$ cat config.mk
export PLATFORM = sky130hd
export DESIGN_NAME = hififo_wr_arbiter
export DESIGN_NICKNAME = d
export VERILOG_FILES = /design/src/rtl/hififo_wr_arbiter.sv
export SDC_FILE = /design/constraint.sdc
export NUM_CORES = 1
export LEC_CHECK = 0
export CORE_AREA = 2 2 136 138
export DETAILED_ROUTE_END_ITERATION = 10
export DIE_AREA = 0 0 138 140
export SLEW_MARGIN = 25
export SYNTH_ARGS = -nofsm -noshare
export SYNTH_HDL_FRONTEND = slang
export SYNTH_SLANG_ARGS = --single-unit
$ cat constraint.sdc
create_clock -name clock -period 3.5 [get_ports clock]
set_input_delay 0.7 -clock clock [delete_from_list [all_inputs] [get_ports clock]]
set_output_delay 0.7 -clock clock [all_outputs]
set_load 0.02 [all_outputs]
$ cat src/rtl/hififo_wr_arbiter.sv
`default_nettype none
// hififo_wr_arbiter: packet-locked round-robin arbiter sharing the pcie_tx wr path among 4 FIFO engines.
// Optional per-channel packet counters under `HIFIFO_WR_ARB_STATS_EN. Rev 1.0
module hififo_wr_arbiter #(
  parameter logic [3:0] ENABLE = 4'b1111,
  parameter int         NCH    = 4
) (
  input  logic        clock,
  input  logic        reset_n,
  input  logic [3:0]  in_valid,
  output logic [3:0]  in_ready,
  input  logic [65:0] in_data_0,
  input  logic [65:0] in_data_1,
  input  logic [65:0] in_data_2,
  input  logic [65:0] in_data_3,
  output logic        out_valid,
  input  logic        out_ready,
  output logic [65:0] out_data,
  output logic [3:0]  grant,
`ifdef HIFIFO_WR_ARB_STATS_EN
  input  logic        stats_clear,
  output logic [15:0] pkt_count_0,
  output logic [15:0] pkt_count_1,
  output logic [15:0] pkt_count_2,
  output logic [15:0] pkt_count_3,
`endif
  output logic        busy
);

  typedef enum logic [0:0] {
    IDLE = 1'b0,
    XFER = 1'b1
  } state_t;

  state_t      state, state_nx;
  logic [3:0]  grant_nx;
  logic [1:0]  rr_next, rr_nx;
  logic        out_valid_nx;
  logic [65:0] out_data_nx;

  logic [65:0] data_arr [4];
  logic [65:0] sel_data;
  logic        out_free;
  logic        accept;
  logic        found;
  logic [1:0]  pick;
  logic [1:0]  idx;

  assign data_arr[0] = in_data_0;
  assign data_arr[1] = in_data_1;
  assign data_arr[2] = in_data_2;
  assign data_arr[3] = in_data_3;

  assign out_free = ~out_valid | out_ready;

  for (genvar k = 0; k < NCH; k++) begin : g_ready
    assign in_ready[k] = ENABLE[k] & (state == XFER) & grant[k] & out_free;
  end

  assign accept = |(in_valid & in_ready);
  assign busy   = (state == XFER) | out_valid;

  // grant is one-hot, so an OR of masked words selects the owner's word
  always_comb begin
    sel_data = '0;
    for (int k = 0; k < 4; k++) begin
      if (grant[k]) sel_data = sel_data | data_arr[k];
    end
  end

  always_comb begin
    found = 1'b0;
    pick  = 2'd0;
    idx   = 2'd0;
    for (int i = 0; i < 4; i++) begin
      idx = rr_next + 2'(i);
      if (!found && in_valid[idx] && ENABLE[idx]) begin
        found = 1'b1;
        pick  = idx;
      end
    end
  end

  always_comb begin
    state_nx     = state;
    grant_nx     = grant;
    rr_nx        = rr_next;
    out_valid_nx = out_valid;
    out_data_nx  = out_data;

    if (accept) begin
      out_valid_nx = 1'b1;
      out_data_nx  = sel_data;
    end else if (out_ready) begin
      out_valid_nx = 1'b0;
    end

    case (state)
      IDLE: begin
        if (found) begin
          grant_nx = 4'b0001 << pick;
          rr_nx    = pick + 2'd1;
          state_nx = XFER;
        end
      end
      XFER: begin
        if (accept && sel_data[65]) begin
          grant_nx = '0;
          state_nx = IDLE;
        end
      end
      default: begin
        grant_nx = '0;
        state_nx = IDLE;
      end
    endcase
  end

  always_ff @(posedge clock) begin
    if (!reset_n) begin
      state     <= IDLE;
      grant     <= '0;
      rr_next   <= '0;
      out_valid <= 1'b0;
      out_data  <= '0;
    end else begin
      state     <= state_nx;
      grant     <= grant_nx;
      rr_next   <= rr_nx;
      out_valid <= out_valid_nx;
      out_data  <= out_data_nx;
    end
  end

`ifdef HIFIFO_WR_ARB_STATS_EN
  logic [15:0] cnt [4];

  // clear takes priority over a same-cycle eof increment
  always_ff @(posedge clock) begin
    if (!reset_n || stats_clear) begin
      for (int k = 0; k < 4; k++) cnt[k] <= '0;
    end else if (accept && sel_data[65]) begin
      for (int k = 0; k < 4; k++) begin
        if (grant[k]) cnt[k] <= cnt[k] + 16'd1;
      end
    end
  end

  assign pkt_count_0 = cnt[0];
  assign pkt_count_1 = cnt[1];
  assign pkt_count_2 = cnt[2];
  assign pkt_count_3 = cnt[3];
`endif

endmodule
`default_nettype wire

==> reports/metrics.yaml <==
floorplan:
  die_w_um: 138
  coreArea_um2: 17780
  rows: 49
  fp.dieH_um: 140
  ios: 347
  start_util: 0.2285
  dieArea_um2: 19320
power:
  swShare: 0.3109
  p_int_mw: 2.173
  power.density_nw_per_um2: 396.8
  p_leak_nw: 3.358
  ir_drop_mv: 0.2072
  pwr-share-comb: 0.366
  pwr-share-seq: 0.335
  clock_power_share: 0.300
  p_sw_uw: 980.8
final_layout:
  area_delta_synth_final_pct: 95.66
  final_common_cell: "clkdlybuf4s50_1"
  drive_gt1_frac: 0.03953
  nets: 1029
  stdcell_area_um2: 7949
  diodes: 0
  layout_common_cells: "clkdlybuf4s50_1 (345), a22oi_1 (134), dfxtp_1 (70)"
critical_path:
  cp_num_buf_inv: 2
  crit_type: "primary input to primary output"
  required_ns: 2.80
  cp_max_fo: 4
  critPathMaxStageDelay_ns: 0.62
  critPathCaptureType: "primary output"
  crit_slowest_cell: "clkdlybuf4s50_1"
  start_kind: "primary input"
  path_delay_family: "buffers and inverters"
  arrival_ns: 2.11
  worstPathCellList: "clkdlybuf4s50_1 > nand2b_1 > and3_1 > clkdlybuf4s50_1"
  crit_top_cell: "clkdlybuf4s50_1"
timing:
  hold_viol: 0
  report.final.slew_viol_count: 0
  setup_tns_ns: 0
  fin_crit_ns: 2.814
  relSlewSlack: 0.5046
  final-setup-viol-count: 0
  clock.fmax_mhz: 355.4
  post-route-period-util: 0.8040
  clock-skew-final_ns: 0.008947
  tightestPinTransition_ns: 0.7404
  rsz0062_at_grt: "false"
cts:
  cts_made_buffers: 9
  clock_latency_ns: 0.34
  cts_hold_buf: 0
  h-tree-depth: 3
  path_clk_slew_ns: 0.05
  cts_setup_buffers: 0
  root_buffer: "clkbuf_16"
  clockBufferDepth: 2
  tritoncts: "done"
  cts_sinks: 74
  cts_resized: 0
placement:
  port_buffers: 346
  gp_congestion: 0.9126
  place_area_um2: 7642
  dpl.hpwl_mm: 13.81
grt:
  grt_pass1_wl_mm: 28.27
  antenna_found_initial: 0
  track_usage: 0.1828
  grt_pass1_vias: 5199
  grt.overflow.total: 0
  grt_max_degree: 80
route:
  vias: 5069
  via_per_inst: 5.131
  drtPass1Iterations: 4
  routedWlPerCell_um: 18.95
  drc: 0
  antenna_left: 0
  wirelength_mm: 18.72
  first_iter_violations: 239
logic_synthesis:
  syn_area_um2: 4063
  synth_edf_count: 0
  synth_seq_cells: 74
  yosysSeqAreaShare: 0.3646
  netlist_instances: 446
  async_reset_ff_frac: 0
  synth_nets: 721
  yosysWarnings: 0
  synth_cell_types: 27
  syn_area_per_cell_um2: 9.109
  synth_top_area_frac: 0.3646
  synthTopCellsByArea: "dfxtp_1 (36%), a22oi_1 (25%), o211a_1 (16%)"
  yosysTopAreaCell: "dfxtp_1"
  synth_ff_type: "dfxtp_1"
outcome:
  outcome: "completed"
hold_path:
  hold_class: "flip-flop to flip-flop"
flow_run:
  drv_cap: 0
## flip-flops by register name, summed over array words and instances (netlist names)
name / cells
out_data: 66
state: 1
out_valid: 1
grant: 4
rr_next: 2
## worst paths after layout
| path | from | end | slack [ns] | cells past startpoint |
|---|---|---|---|---|
| max | out_ready | in_ready[0] | 0.69 | 4 |
| max reg2reg | grant[2] | out_data[24] | 1.28 | 5 |
| min reg2reg | out_data[39] | out_data[39] | 0.49 | 1 |
| min | out_data[39] | out_data[39] | 0.49 | 1 |
## per-stage QoR
step | cells | hold slack (ns) | setup WS, ns | power [mW] | utilization
final | 988 | 0.4923 | 0.6861 | 3.154 | 0.4471
after global routing | 988 | 0.5082 | 0.6160 | 3.323 | 0.4471
after CTS | 988 | 0.4971 | 0.6969 | 3.202 | 0.4471
after detailed placement | 972 | 0.4857 | 0.6984 | 2.233 | 0.4298
after global placement | 972 | 0.4802 | 0.7412 | 2.215 | 0.4298
after floorplan | 446 | 0.4896 | 1.395 | 1.586 | -
## final cells by class
type | count | area [um2]
fill | 1672 | 9831
timing repair buffer | 353 | 3548
multi-input combinational | 312 | 2306
sequential | 74 | 1486
tap | 229 | 286.5
clock buffer | 12 | 256.5
clock inverter | 4 | 50.05
inverter | 4 | 15.01
## synthesized netlist by cell type, types with 2 or more instances
library cell / count
a22oi_1: 134
dfxtp_1: 74
nand3_1: 69
o211a_1: 65
clkbuf_1: 32
buf_2: 10
nand2_1: 7
buf_1: 6
buf_4: 6
a21oi_1: 4
and3_1: 4
ha_1: 4
inv_1: 4
o31ai_1: 4
nor2_1: 3
nor2b_1: 3
o21a_1: 3
buf_6: 2
mux2i_1: 2
nand2b_1: 2
o21ai_0: 2
## logic make-up (layout without fill, tap and decap cells)
logic type | after synthesis | count (layout) | share of synthesized area
compound gates | 215 | 215 | 0.4379
simple gates | 91 | 91 | 0.1124
flops | 74 | 74 | 0.3646
buf+inv | 60 | 373 | 0.06775
fa+ha+maj | 4 | 4 | 0.01232
mux | 2 | 2 | 0.004928
## power groups by stage
stage / clock (mW) / combinational [mW] / sequential, mW
floorplan: 0 / 0.452 / 1.13
global placement: 0 / 1.15 / 1.07
detailed placement: 0 / 1.16 / 1.08
CTS: 0.981 / 1.16 / 1.06
global route: 1.02 / 1.23 / 1.07
finish: 0.946 / 1.15 / 1.06
## routing by layer
layer / track usage / routed length, um / up-vias
met3: 0.05436 / 1469 / 34
met5: 0 / 0 / -
met4: 0.07841 / 565 / 0
li1: - / - / 2408
met1: 0.1976 / 7306 / 2374
met2: 0.3319 / 9378 / 253
Power figures use the tool's default switching activity.
